<file path="src/rtl/freq_gen.sv">
// Programmable square-wave generator: freq_in (Hz) -> half-period count via a 32-cycle restoring divider.
// Optional burst mode is compiled in with FREQ_GEN_BURST_EN.
module freq_gen #(
    parameter int unsigned CLOCK_FREQ = 50000000
) (
    input  logic        clk,
    input  logic        rst,
    input  logic [31:0] freq_in,
    input  logic        load,
    input  logic        enable,
    output logic        ready,
    output logic        signal_out,
    output logic [31:0] half_period,
    output logic        cfg_done,
`ifdef FREQ_GEN_BURST_EN
    input  logic [15:0] burst_len,
    output logic        burst_done,
`endif
    output logic        cfg_err
);

    localparam logic [31:0] DIVIDEND = 32'(CLOCK_FREQ);

    typedef enum logic [1:0] {
        S_IDLE,
        S_DIVIDE,
        S_PENDING
    } state_t;

    state_t      state_q, state_d;
    logic        ready_q, ready_d;
    logic        sig_q, sig_d;
    logic [31:0] hp_q, hp_d;
    logic        cfg_done_q, cfg_done_d;
    logic        cfg_err_q, cfg_err_d;
    logic [31:0] pend_q, pend_d;
    logic [31:0] tick_q, tick_d;
    logic [4:0]  div_cnt_q, div_cnt_d;
    logic [31:0] dvd_q, dvd_d;
    logic [32:0] rem_q, rem_d;
    logic [31:0] quo_q, quo_d;
    logic [32:0] dvs_q, dvs_d;

    logic [33:0] rem_sh;
    logic [32:0] rem_sub;
    logic        q_bit;
    logic [31:0] quo_next;
    logic        hold_now;
    logic        run;
    logic        toggle;

    // Remainder stays below the 33-bit divisor, so the low 33 bits of the difference are exact.
    assign rem_sh   = {rem_q, dvd_q[31]};
    assign q_bit    = rem_sh >= {1'b0, dvs_q};
    assign rem_sub  = rem_sh[32:0] - dvs_q;
    assign quo_next = {quo_q[30:0], q_bit};

`ifdef FREQ_GEN_BURST_EN
    logic        en_prev_q, en_prev_d;
    logic [15:0] left_q, left_d;
    logic        active_q, active_d;
    logic        hold_q, hold_d;
    logic        bdone_q, bdone_d;
    logic        en_rise;
    logic [15:0] left_b;
    logic        active_b;

    assign hold_now   = hold_q;
    assign en_rise    = enable && !en_prev_q;
    assign left_b     = en_rise ? burst_len : left_q;
    assign active_b   = en_rise ? (burst_len != 16'd0) : active_q;
    assign burst_done = bdone_q;
`else
    assign hold_now = 1'b0;
`endif

    assign run    = enable && (hp_q != 32'd0) && !hold_now;
    assign toggle = run && (tick_q == hp_q - 32'd1);

    always_comb begin
        state_d    = state_q;
        ready_d    = ready_q;
        sig_d      = sig_q;
        hp_d       = hp_q;
        cfg_done_d = 1'b0;
        cfg_err_d  = cfg_err_q;
        pend_d     = pend_q;
        tick_d     = tick_q;
        div_cnt_d  = div_cnt_q;
        dvd_d      = dvd_q;
        rem_d      = rem_q;
        quo_d      = quo_q;
        dvs_d      = dvs_q;

        if (!run) begin
            tick_d = 32'd0;
            sig_d  = 1'b0;
        end else if (toggle) begin
            tick_d = 32'd0;
            sig_d  = !sig_q;
        end else begin
            tick_d = tick_q + 32'd1;
        end

        case (state_q)
            S_IDLE: begin
                if (load && ready_q) begin
                    ready_d   = 1'b0;
                    cfg_err_d = 1'b0;
                    if (freq_in == 32'd0) begin
                        pend_d    = 32'd0;
                        cfg_err_d = 1'b1;
                        state_d   = S_PENDING;
                    end else begin
                        dvs_d     = {freq_in, 1'b0};
                        dvd_d     = DIVIDEND;
                        rem_d     = 33'd0;
                        quo_d     = 32'd0;
                        div_cnt_d = 5'd31;
                        state_d   = S_DIVIDE;
                    end
                end
            end
            S_DIVIDE: begin
                dvd_d = {dvd_q[30:0], 1'b0};
                rem_d = q_bit ? rem_sub : rem_sh[32:0];
                quo_d = quo_next;
                if (div_cnt_q == 5'd0) begin
                    state_d = S_PENDING;
                    if (quo_next == 32'd0) begin
                        pend_d    = 32'd1;
                        cfg_err_d = 1'b1;
                    end else begin
                        pend_d = quo_next;
                    end
                end else begin
                    div_cnt_d = div_cnt_q - 5'd1;
                end
            end
            S_PENDING: begin
                // Swap only on a toggle edge of a live waveform so no phase is truncated.
                if (!run || toggle) begin
                    hp_d       = pend_q;
                    tick_d     = 32'd0;
                    cfg_done_d = 1'b1;
                    ready_d    = 1'b1;
                    state_d    = S_IDLE;
                    if (pend_q == 32'd0) begin
                        sig_d = 1'b0;
                    end
                end
            end
            default: begin
                state_d = S_IDLE;
                ready_d = 1'b1;
            end
        endcase
    end

`ifdef FREQ_GEN_BURST_EN
    always_comb begin
        en_prev_d = enable;
        left_d    = left_b;
        active_d  = active_b;
        hold_d    = hold_q;
        bdone_d   = 1'b0;
        if (!enable) begin
            active_d = 1'b0;
            hold_d   = 1'b0;
        end else if (toggle && active_b) begin
            if (!sig_q) begin
                left_d = left_b - 16'd1;
            end else if (left_b == 16'd0) begin
                hold_d   = 1'b1;
                active_d = 1'b0;
                bdone_d  = 1'b1;
            end
        end
    end

    always_ff @(posedge clk or posedge rst) begin
        if (rst) begin
            en_prev_q <= 1'b0;
            left_q    <= 16'd0;
            active_q  <= 1'b0;
            hold_q    <= 1'b0;
            bdone_q   <= 1'b0;
        end else begin
            en_prev_q <= en_prev_d;
            left_q    <= left_d;
            active_q  <= active_d;
            hold_q    <= hold_d;
            bdone_q   <= bdone_d;
        end
    end
`endif

    always_ff @(posedge clk or posedge rst) begin
        if (rst) begin
            state_q    <= S_IDLE;
            ready_q    <= 1'b1;
            sig_q      <= 1'b0;
            hp_q       <= 32'd0;
            cfg_done_q <= 1'b0;
            cfg_err_q  <= 1'b0;
            pend_q     <= 32'd0;
            tick_q     <= 32'd0;
            div_cnt_q  <= 5'd0;
            dvd_q      <= 32'd0;
            rem_q      <= 33'd0;
            quo_q      <= 32'd0;
            dvs_q      <= 33'd0;
        end else begin
            state_q    <= state_d;
            ready_q    <= ready_d;
            sig_q      <= sig_d;
            hp_q       <= hp_d;
            cfg_done_q <= cfg_done_d;
            cfg_err_q  <= cfg_err_d;
            pend_q     <= pend_d;
            tick_q     <= tick_d;
            div_cnt_q  <= div_cnt_d;
            dvd_q      <= dvd_d;
            rem_q      <= rem_d;
            quo_q      <= quo_d;
            dvs_q      <= dvs_d;
        end
    end

    assign ready       = ready_q;
    assign signal_out  = sig_q;
    assign half_period = hp_q;
    assign cfg_done    = cfg_done_q;
    assign cfg_err     = cfg_err_q;

endmodule

</file>
<file path="config.mk">
export PLATFORM = sky130hd
export DESIGN_NAME = freq_gen
export DESIGN_NICKNAME = d
export VERILOG_FILES = /design/src/rtl/freq_gen.sv
export SDC_FILE = /design/constraint.sdc
export NUM_CORES = 1
export LEC_CHECK = 0
export CORE_UTILIZATION = 35
export CTS_CLUSTER_DIAMETER = 30
export CTS_CLUSTER_SIZE = 28
export DETAILED_ROUTE_END_ITERATION = 12
export GPL_ROUTABILITY_DRIVEN = 0
export GPL_TIMING_DRIVEN = 1
export PLACE_DENSITY = 0.58
export SLEW_MARGIN = 20
export SYNTH_ARGS = -nofsm -noshare
export SYNTH_HDL_FRONTEND = slang
export SYNTH_SLANG_ARGS = --single-unit
</file>
<file path="constraint.sdc">
create_clock -name clk -period 9.25 [get_ports clk]
set_input_delay 0.925 -clock clk [delete_from_list [all_inputs] [get_ports clk]]
set_output_delay 0.925 -clock clk [all_outputs]
set_load 0.01 [all_outputs]
</file>
Word-level counts from Yosys, hierarchy flattened
Cells that the tools add are included.
{ "word_totals": {"in_bits": 36, "wordCells": 94, "regBits": 235} }
{ "classes": {"muxes": 43, "add_sub_neg": 4, "eq_ne": 10, "n_reduce_logical": 21, "magnitude_cmp": 1, "n_bitwise": 2} }
{ "op_table": {"columns": ["cell", "count"], "rows": [
  ["32-bit 2-to-1 mux", 10],
  ["32-bit case mux with 2 select lines", 2],
  ["33-bit 2-to-1 mux", 3],
  ["32-bit logical NOT", 3],
  ["33-bit case mux with 2 select lines", 1],
  ["31-bit 2-to-1 mux", 2],
  ["31-bit case mux with 2 select lines", 1],
  ["34-bit by 33-bit greater-or-equal comparator with 1-bit output", 1],
  ["33-bit subtractor", 1],
  ["32-bit by 1-bit adder with 32-bit output, second input constant", 1],
  ["32-bit == test", 1],
  ["32-bit nonzero test", 1],
  ["32-bit by 1-bit subtractor with 32-bit output, second input constant", 1],
  ["5-bit 2-to-1 mux", 3],
  ["2-bit inequality test, second input constant", 7],
  ["1-bit 2-to-1 mux", 13],
  ["3-bit AND reduction", 4],
  ["4-bit AND reduction", 3],
  ["5-bit case mux with 2 select lines", 1],
  ["2-bit 2-to-1 mux", 4],
  ["2-bit case mux with 3 select lines", 1],
  ["5-bit logical NOT", 1],
  ["5-bit by 1-bit subtractor with 5-bit output, second input constant", 1],
  ["1-bit logical AND", 3],
  ["other kinds (10)", 12]
]} }

Longest topological paths before layout
Gate-level depths: netlist of run 1.
{ "logic_depth": {"word_depth": 8, "depth_mapped": 14, "mapped_depth_nobuf": 12} }

Least setup slack after synthesis of run 1
OpenSTA, ideal clock, no wires.
{ "synth_timing": {"kind": "flip-flop to flip-flop", "startpoint": "reg hp_q[0] (netlist: half_period[0])", "endpoint": "reg hp_q[10] (netlist: half_period[10])", "setup_ps": 128, "required_time_ps": 9122, "n_path_buf": 1, "stages_incl_launch_ff": 13, "period_less_slack_ps": 3480, "setup_slack_ps": 5770, "t_arrival_ps": 3352, "cell_sequence": "dfrtp_1 > inv_1 > ha_1 > nor3b_1 > nand2_1 > or4_1 > nor4b_1 > a311oi_1 > a211o_1 > o31ai_4 > nand3_2 > buf_6 > mux2_1"} }
{ "synth_between": {"elab_chain_len": 5} }
{ "synth_rtl": {"columns": ["element", "line", "text"], "rows": [
  ["from (decl)", "33", "logic [31:0] hp_q, hp_d;"],
  ["from (signal assigned)", "217", "hp_q <= hp_d;"],
  ["32-bit by 1-bit subtractor with 32-bit output or 32-bit nonzero test (tied branches)", "78, 77", null],
  ["32-bit == test or 1-bit logical AND (tied branches)", "78, 77", null],
  ["1-bit logical AND or 1-bit logical NOT (tied branches)", "78, 142", null],
  ["1-bit logical OR (*)", "142", "if (!run || toggle) begin"],
  ["2-bit AND reduction (no line) (*)", null, null]
]} }
Mark *: on every way between the ends. The rest lies on a longest branch, timed or not.
A chain may end at the register's enable or synchronous reset.

Worst setup path in the final report of run 1
{ "layout_timing": {"startpoint": "reg hp_q[6] (netlist: half_period[6])", "endpoint": "reg hp_q[4] (netlist: half_period[4])"} }
Same word-level chain as after synthesis.

==> metrics.csv, run 1 <==
stage;metric;value;unit
worst_setup_path;crit_type;register to register;
clock_network;clockRootBuffer;clkbuf_16;
timing;finalSetupTns;0;ns
final_layout;fin_nets;1293;
route;num_vias;9132;
route;routed-wl-met3;1349;µm
clock_network;cts_setup_buffers;0;
worst_setup_path;r2r_cells;9;
final_layout;fin_area;14890;µm²
synth;syn_nets;1211;
placement;dp_cells;1616;
synth;synth_area_leaders;dfrtp_1, a22o_1, xnor2_1;
route;antenna_left;0;
clock_network;cts_num_sinks;228;
clock_network;h-tree-depth;2;
synth;synth_cell_type_count;65;
synth;synth_edf_count;0;
route;first_pass_iters;5;
route;drc;0;
placement;port_buffers;71;
floorplanning;die-height;186.9;µm
synth;synth_top_area_cell;dfrtp_1;
timing;rsz0062_at_grt;no;
final_layout;syn2layout_area_growth;24.36;%
worst_setup_path;crit_arrival;4.99;ns
final_layout;drive_above_1_share;0.1130;
floorplanning;chipWidth;186.9;µm
timing;period_share;0.4958;
global_routing;antenna_found_initial;0;
clock_network;cts_tree;done;
worst_setup_path;critPathLaunch;half_period[6];
clock_network;cts_resized;0;
synth;synthCells;1137;
route;met2WireLength;12920;µm
worst_hold_path;worst_hold_path_type;register to register;
timing;finClkSkew;0.01915;ns
worst_setup_path;cp-start-kind;register;
timing;finalCriticalPeriod;4.586;ns
synth;synth.avg_cell_area;10.53;µm²
worst_setup_path;cp-endpoint;half_period[4];
route;wl_met1;14080;µm
timing;worst_pin_slew;0.9794;ns
route;vias_per_cell;5.356;
power;cellLeakagePower;6.294;nW
global_routing;grt_util_all_layers;0.1697;
power;power_density;407.4;nW/µm²
power;peakVddDrop;223.7;µV
clock_network;cts-hold-fix-buffers;0;
floorplanning;initial_core_util;0.3561;
clock_network;cts-buffers-inserted;49;
synth;syn_area;11970;µm²
clock_network;clk_latency;0.55;ns
worst_setup_path;reg2reg_from;half_period[6];
timing;finalSetupViolCount;0;
floorplanning;rows;67;
run;maxCapViolations;0;
synth;synth-seq-cells;228;
route;highest_layer;met4;
placement;dp_hpwl;19940;µm
synth;yosys_warnings;0;
status;status;finished clean;
route;routed_wl;29170;µm
clock_network;clockBufferDepth;3;
worst_setup_path;crit_required;9.66;ns
clock_network;clk_pin_slew_worst_paths;0.04;ns
final_layout;layoutNonFillerInstCount;1705;
timing;fmax;218.0;MHz
route;drt-initial-drc-count;457;
worst_setup_path;r2r-end;half_period[4];
final_layout;diodes;0;
floorplanning;num_io_pins;72;
timing;timing.final.hold_violations;0;
global_routing;grt_pass1_vias;9171;
synth;synth.top_cell.area_share;0.4745;
global_routing;overflow;0;
worst_setup_path;end_kind;register;
synth;ys_seq_area_frac;0.4767;
route;wl_per_cell;17.11;µm
synth;synthArstFlopShare;1.000;
placement;dpl_cell_area;13130;µm²
global_routing;grt_max_degree;117;
global_routing;grt_pass1_wl;48570;µm
worst_setup_path;crit_fanout;33;
worst_setup_path;rrSetupSlack;4.66;ns
floorplanning;core-area;33620;µm²
timing;slew_headroom;0.3470;
synth;synthFlopType;dfrtp_1;
floorplanning;die-area;34950;µm²
timing;slew_violations;0;
timing;hold_slack;0.4761;ns
==> critical path, cell delays in order, from the launching register on <==
cell,delay [ns]
dfrtp_1,0.46
nor4_1,0.55
nand4_1,0.53
or4_1,0.68
nor4b_1,0.33
a311oi_1,0.09
a211o_1,0.31
o31ai_4,0.22
nand3_2,0.69
mux2_1,0.59
==> report_power, final <==
part	internal, mW	switching (mW)	total (mW)
clock network	1.26	0.591	1.85
registers	1.39	0.398	1.79
logic	1.15	1.27	2.42
==> per-stage QoR <==
step | setup slack [ns] | power, mW | utilization
global placement | 4.705 | 4.200 | 0.3906
floorplan | 2.079 | 3.519 | -
detailed placement | 4.691 | 4.228 | 0.3906
global route | 4.220 | 6.503 | 0.4429
finish | 4.664 | 6.066 | 0.4429
CTS | 4.666 | 6.120 | 0.4429
==> cell type report <==
cell class	count	area (µm²)
Inverter	51	198.9
Sequential cell	228	5707
Clock inverter	33	462.9
Timing Repair Buffer	82	793.3
Tap cell	448	560.5
Clock buffer	56	1294
Multi-Input combinational cell	807	5872
Fill cell	3199	18730
==> sequential cells by signal (all words and copies together) (netlist names) <==
| name | flops |
|---|---|
| dvs_q | 32 |
| signal_out | 1 |
| div_cnt_q | 5 |
| pend_q | 32 |
| tick_q | 32 |
| quo_q | 31 |
| cfg_err | 1 |
| cfg_done | 1 |
| rem_q | 33 |
| state_q | 2 |
| dvd_q | 25 |
| ready | 1 |
| half_period | 32 |
==> worst min path at each step <==
stage             start       end  slack, ns  depth (start not counted)
2_1_floorplan  dvd_q[7]  dvd_q[7]       0.45                          2
3_3_place_gp   dvd_q[7]  dvd_q[7]       0.46                          2
3_5_place_dp   dvd_q[7]  dvd_q[7]       0.47                          2
4_1_cts        dvd_q[7]  dvd_q[7]       0.48                          2
5_1_grt        dvd_q[9]  dvd_q[9]       0.51                          1
6_report       dvd_q[7]  dvd_q[7]       0.48                          2
==> Yosys cell counts (all sizes together), types with 5 or more instances <==
| library cell | number |
|---|---|
| o211ai | 6 |
| a21oi | 33 |
| nor2 | 77 |
| a21o | 17 |
| and2 | 6 |
| xnor2 | 56 |
| clkbuf | 40 |
| buf | 11 |
| xor2 | 43 |
| nor3 | 24 |
| ha | 37 |
| mux2 | 63 |
| and3 | 16 |
| mux2i | 19 |
| o21ai | 54 |
| nand2b | 6 |
| a211oi | 8 |
| a221o | 8 |
| nor4 | 36 |
| nor4b | 5 |
| a22o | 78 |
| a31oi | 6 |
| nand4 | 16 |
| a32oi | 7 |
| o21a | 6 |
| nand3 | 21 |
| o22a | 12 |
| o21bai | 5 |
| dfrtp | 227 |
| nor2b | 8 |
| inv | 51 |
| nand2 | 73 |
| or4 | 9 |
==> placed cells by master, fill, tap and decap left out, types with 5 or more instances in the layout <==
cell             count
o21a_1               6
mux2i_1             19
nand3_1             20
clkinv_2             8
and3_1              16
nor3_1              24
mux2_2              32
xnor2_1             56
nor2b_1              8
dfrtp_1            227
a31oi_1              6
a211oi_1             8
a22o_1              78
inv_6                8
clkbuf_16           50
nor4_1              35
inv_1               49
o22a_1              12
xor2_1              43
nor2_1              76
a32oi_1              7
ha_1                37
a21oi_1             32
nand2b_1             6
o211ai_1             6
nor4b_1              5
and2_1               6
o21ai_0             53
mux2_1              31
clkdlybuf4s50_1     71
bufinv_16            9
nand4_1             16
o21bai_1             5
buf_4               11
nand2_1             73
a21o_1              16
a221o_1              8
or4_1                8
==> per-layer routing <==
metal  vias up  track usage
met5         -            0
met4         0      0.05738
met2       206       0.2648
met3        56      0.03358
met1      4492       0.2351
li1       4378            -
==> cell families after synthesis <==
group / synth area share
compound gates: 0.1653
xor+xnor: 0.07243
fa+ha+maj: 0.04034
buf+inv: 0.03397
flops: 0.4767
mux: 0.07515
simple gates: 0.1361
(Power assumes the default switching activity.)
==> run 2, diff against run 1 <==
--- a/config.mk
+++ b/config.mk
@@ -11,7 +11,7 @@
 export DETAILED_ROUTE_END_ITERATION = 12
 export GPL_ROUTABILITY_DRIVEN = 0
 export GPL_TIMING_DRIVEN = 1
-export PLACE_DENSITY = 0.58
+export PLACE_DENSITY = 0.6
 export SLEW_MARGIN = 20
 export SYNTH_ARGS = -nofsm -noshare
 export SYNTH_HDL_FRONTEND = slang
==> constraint.sdc (replaced) <==
create_clock -name clk -period 4.1 [get_ports clk]
set_input_delay 0.41 -clock clk [delete_from_list [all_inputs] [get_ports clk]]
set_output_delay 0.41 -clock clk [all_outputs]
set_load 0.01 [all_outputs]
==> run 2 against run 1 <==
Non-clock buffer count is 24 higher. Combinational power is 130% higher. Fmax is 27% higher. Flip-flop and latch count stayed put. Worst setup slack worse by 4.2 ns. Sequential share of layout area is 0.70 points lower. Final area is 1.8% higher. Clock-buffer cell count is 6 higher. Critical endpoint unchanged. Largest cell class unchanged. Largest power group unchanged.
==> metrics.csv, run 2 (synthesized netlist as in run 1, its figures left out) <==
stage;metric;value;unit;change
worst_setup_path;crit_required;4.53;ns;-5.13 ns
timing;finalCriticalPeriod;3.611;ns;-0.9749 ns
power;power;13.90;mW;+130%
final_layout;final_common_cell;dfrtp_1;;
worst_setup_path;r2r_cells;12;;+3
route;highest_layer;met4;;
route;num_vias;9145;;+0.14%
global_routing;grt_util_all_layers;0.1710;;+0.001312
run;maxCapViolations;0;;unchanged
timing;worst_slack;0.4888;ns;-4.175 ns
worst_setup_path;end_kind;register;;
placement;dp_hpwl;20400;µm;+2.3%
worst_setup_path;crit_fanout;31;;-6.1%
placement;dpl_cell_area;13350;µm²;+1.6%
timing;period_share;0.8808;;+0.3850
global_routing;grt_max_degree;107;;-8.5%
route;antenna_left;0;;unchanged
status;status;finished clean;;
power;cellLeakagePower;6.426;nW;+2.1%
floorplanning;core-area;33620;µm²;unchanged
power;swShare;0.3704;;-0.001789
power;seq_power_share;0.287;;-0.009
worst_setup_path;r2r-end;half_period[4];;
route;routed_wl;29150;µm;about the same
clock_network;cts-buffers-inserted;52;;+6.1%
timing;slew_headroom;0.3700;;+0.02292
worst_setup_path;reg2reg_from;half_period[0];;
clock_network;cts_resized;0;;unchanged
power;p_sw;5.147;mW;+130%
route;routed-wl-met3;1379;µm;+2.2%
route;drc;0;;unchanged
global_routing;overflow;0;;unchanged
timing;worst_pin_slew;0.9319;ns;-0.04752 ns
floorplanning;die-area;34950;µm²;unchanged
timing;finalSetupTns;0;ns;unchanged
route;vias_per_cell;5.268;;-1.6%
worst_setup_path;cp-start-kind;register;;
global_routing;antenna_found_initial;1;;+1
timing;finClkSkew;0.02090;ns;+0.001747 ns
placement;place_ws;0.4791;ns;-4.212 ns
route;first_pass_iters;4;;-1
route;wl_per_cell;16.79;µm;-1.8%
final_layout;syn2layout_area_growth;26.66;%;
timing;rsz0062_at_grt;no;;
global_routing;grt_pass1_vias;9362;;+2.1%
timing;slew_violations;0;;unchanged
route;drt-initial-drc-count;484;;+5.9%
floorplanning;initial_core_util;0.3561;;unchanged
final_layout;nFillCells;3149;;-1.6%
final_layout;fin_nets;1320;;+2.1%
clock_network;cts-hold-fix-buffers;0;;unchanged
global_routing;grt_pass1_wl;49210;µm;+1.3%
timing;finalSetupViolCount;0;;unchanged
clock_network;clockBufferDepth;3;;unchanged
power;p_comb_frac;0.408;;+0.009
worst_setup_path;crit_arrival;4.04;ns;-0.95 ns
clock_network;cts_setup_buffers;0;;unchanged
floorplanning;chipWidth;186.9;µm;unchanged
worst_setup_path;rrSetupSlack;0.49;ns;-4.18 ns
clock_network;clk_pin_slew_worst_paths;0.05;ns;about the same
power;peakVddDrop;465.9;µV;+110%
clock_network;clk_latency;0.56;ns;about the same
route;wl_met1;13530;µm;-3.9%
floorplanning;num_io_pins;72;;unchanged
timing;fmax;276.9;MHz;+27%
placement;port_buffers;71;;unchanged
worst_setup_path;crit_type;register to register;;
power;clock_power_share;0.305;;about the same
final_layout;fin_area;15160;µm²;+1.8%
final_layout;drive_above_1_share;0.1329;;+0.01990
floorplanning;rows;67;;unchanged
power;intPower;8.750;mW;+130%
route;met2WireLength;13720;µm;+6.2%
final_layout;regMostFlops;rem_q;;
clock_network;cts_tree;done;;
worst_hold_path;worst_hold_path_type;input pin to asynchronous set/reset pin;;
clock_network;h-tree-depth;2;;unchanged
clock_network;clockRootBuffer;clkbuf_16;;
final_layout;largest_reg_flops;33;;unchanged
power;power_density;916.5;nW/µm²;+120%
final_layout;final_core_util;0.4511;;+0.008189
floorplanning;die-height;186.9;µm;unchanged
timing;timing.final.hold_violations;0;;unchanged
clock_network;cts_num_sinks;228;;unchanged
final_layout;final_cell_mix;dfrtp_1, a22o_1, nor2_1;;
run 2: area by class of cell:
type,count,area (µm²),area share
Sequential cell,228,5707,0.3764
Tap cell,448,560.5,0.03697
Antenna cell,1,2.502,0.0001650
Clock inverter,33,426.7,0.02814
Multi-Input combinational cell,807,5872,0.3872
Inverter,51,195.2,0.01287
Clock buffer,62,1389,0.09159
Timing Repair Buffer,106,1011,0.06667
run 2: routing by layer:
metal  GRT usage  vias up
met5           0        -
li1            -     4428
met4     0.04823        0
met3     0.03583       53
met1      0.2323     4455
met2      0.2751      209
run 2: through the flow:
stage / hold WS (ns) / instances
after global routing: 0.2558 / 1735
final: 0.2356 / 1736
after detailed placement: 0.4680 / 1640
after floorplan: 0.4474 / 1137
after CTS: 0.2294 / 1735
after global placement: 0.4624 / 1640
run 2: power by group through the flow:
stage                     Clock (mW)  Sequential [mW]  Combinational (mW)
after CTS                       4.34             3.99                5.70
after detailed placement           0             4.01                5.67
after global placement             0             3.99                5.60
after floorplan                    0             3.80                4.14
final                           4.24             3.99                5.66
after global routing            4.46             4.13                6.32
run 2: worst max-delay path, cell delays in order (launching register included):
cell and delay, ns:
dfrtp_1 0.37, inv_1 0.08, ha_1 0.17, nor3b_1 0.36, nand2_1 0.27, or4_1 0.50, nor4b_1 0.33, a311oi_1 0.09
a211o_1 0.31, o31ai_4 0.22, nand3_2 0.13, buf_4 0.30, mux2_1 0.36
run 2: worst max path at each step:
stage / start / depth (start not counted) / slack, ns / to
2_1_floorplan: half_period[0] / 12 / 0.62 / half_period[10]
3_5_place_dp: half_period[0] / 12 / 0.48 / half_period[4]
6_report: half_period[0] / 12 / 0.49 / half_period[4]
4_1_cts: half_period[0] / 12 / 0.47 / half_period[4]
3_3_place_gp: half_period[0] / 12 / 0.58 / half_period[0]
5_1_grt: half_period[1] / 12 / 0.19 / half_period[12]
==> edit: new RTL, settings of run 1 <==
Re-encode `state_t` (3 states) as one-hot, 3 bits wide.
--- a/src/rtl/freq_gen.sv
+++ b/src/rtl/freq_gen.sv
@@ -23,6 +23,6 @@
 
-    typedef enum logic [1:0] {
-        S_IDLE,
-        S_DIVIDE,
-        S_PENDING
+    typedef enum logic [2:0] {
+        S_IDLE    = 3'b001,
+        S_DIVIDE  = 3'b010,
+        S_PENDING = 3'b100
     } state_t;
Function: same outputs for any inputs over 10 cycles, from zero or initial values and one cycle with rst high; not proved beyond that.
==> edit against run 1 <==
  * Cell area is 1.3% higher
  * Sequential cell count is 1 higher
  * Synthesized area is 0.39% lower
  * Via count is 1.7% lower
  * Wire length is 3.8% lower
  * Sequential share of layout area is 0.33 points lower
  * Synthesized cell count stayed put
  * Worst setup slack better by 270 ps
  * Largest cell class unchanged
Power is not compared: it rests on default switching activity, and its combinational part moved more than twofold at a synthesized area within 25%.
==> edit: results <==
metrics = {
    "grt": {
        "grt_max_degree": 153,
        "grt_pass1_wl_um": 47350,
        "grt.total_usage": 0.1634,
        "grt_pass1_vias": 9154,
    },
    "sta": {
        "skew_ps": 36.58,
        "relSlewSlack": 0.2971,
    },
    "clocking": {
        "cts_buffers": 56,
        "insertion_delay_ps": 570,
    },
    "logic_synthesis": {
        "synthXorXnorAreaFrac": 0.07344,
        "ys_seq_area_frac": 0.4807,
        "synthMuxAreaShare": 0.06463,
        "synth-compound-area-share": 0.1617,
        "ys_top_cells_by_area": "dfrtp_1 (48%), a22o_1 (6.1%), ha_1 (3.9%)",
        "syn_area_per_cell_um2": 10.49,
        "synthTopCellsByCount": "dfrtp_1 (227), nor2_1 (86), a22o_1 (83)",
        "synth_adder_area_share": 0.04050,
        "ys_types": 69,
    },
    "worst_hold_path": {
        "min_to": "dvd_q[25]",
        "hold_depth": 1,
        "worstHoldStart": "dvd_q[25]",
    },
    "drt": {
        "drt_pass1_iterations": 4,
        "initialDrtViolationCount": 479,
        "wl_met2_um": 12910,
        "vias": 8974,
        "wl_met3_um": 1167,
    },
    "power_and_ir_drop": {
        "power_mw": 3.935,
    },
    "final_layout": {
        "stdcell_count": 1720,
        "fillers": 3143,
        "drive_above_1_share": 0.1250,
        "nNetsFinal": 1300,
    },
    "setup_path": {
        "reg2reg_from": "half_period[18]",
        "cp_slowest_stage_delay_ps": 810,
        "crit_slowest_cell": "nor2b_4",
        "ff2ff_path_depth": 10,
        "critPathMaxFanout": 34,
        "cp.arrival_ps": 4740,
    },
    "placed_design": {
        "place_area_mm2": 0.01310,
        "dp_hpwl_um": 18780,
    },
    "status": {
        "status": "completed",
    },
}
edit: cell count changes after synthesis, sizes merged, moves of 4 or more:
cell	change
o21ai	-6
mux2i	-14
nor4	-4
a22o	+5
a31oi	+5
nor2	+9
nand2b	+5
or4	-5
nor2b	+9
xnor2	-5
xor2	+6
a221o	-7
nand3	+4
edit: worst max-delay path, delay by kind of cell (launching register included):
family,cells,cell delay (ps)
mux,1,390
simple gates,6,2650
compound gates,2,520
xor+xnor,1,140
flops,1,460
edit: worst max path at each step:
stage | startpoint | endpoint | slack (ps)
3_3_place_gp | freq_in[0] | pend_q[11] | 4550
4_1_cts | half_period[18] | half_period[7] | 4910
6_report | half_period[18] | half_period[7] | 4930
3_5_place_dp | freq_in[0] | pend_q[17] | 4850
2_1_floorplan | rst | cfg_done | 2050
5_1_grt | half_period[18] | half_period[11] | 4680
edit: layer usage:
metal / up-vias / GRT usage
met5: - / 0
met2: 195 / 0.2655
li1: 4353 / -
met4: 0 / 0.05265
met1: 4376 / 0.2203
met3: 50 / 0.02934
edit: stage by stage:
stage / util / hold slack (ps)
floorplan: - / 447.4
global placement: 0.3901 / 461.1
detailed placement: 0.3908 / 477.7
finish: 0.4499 / 488.1
CTS: 0.4497 / 491.4
global route: 0.4499 / 498.3
edit: cell families (layout without fill, tap and decap cells):
group                      after synthesis  count (layout)
and+or+nand+nor                        338             338
AOI/OAI and AO/OA                      264             264
buffers and inverters                   99             234
xor gates and xnor gates               100             100
adders and majority gates               38              38
DFF                                    229             229
muxes                                   69              69
edit: cell type report:
class                           count  area share
Multi-Input combinational cell    809      0.3867
Timing Repair Buffer               79     0.05159
Tap cell                          448     0.03716
Sequential cell                   229      0.3800
Inverter                           51     0.01352
Clock buffer                       61     0.09546
Clock inverter                     43     0.03558
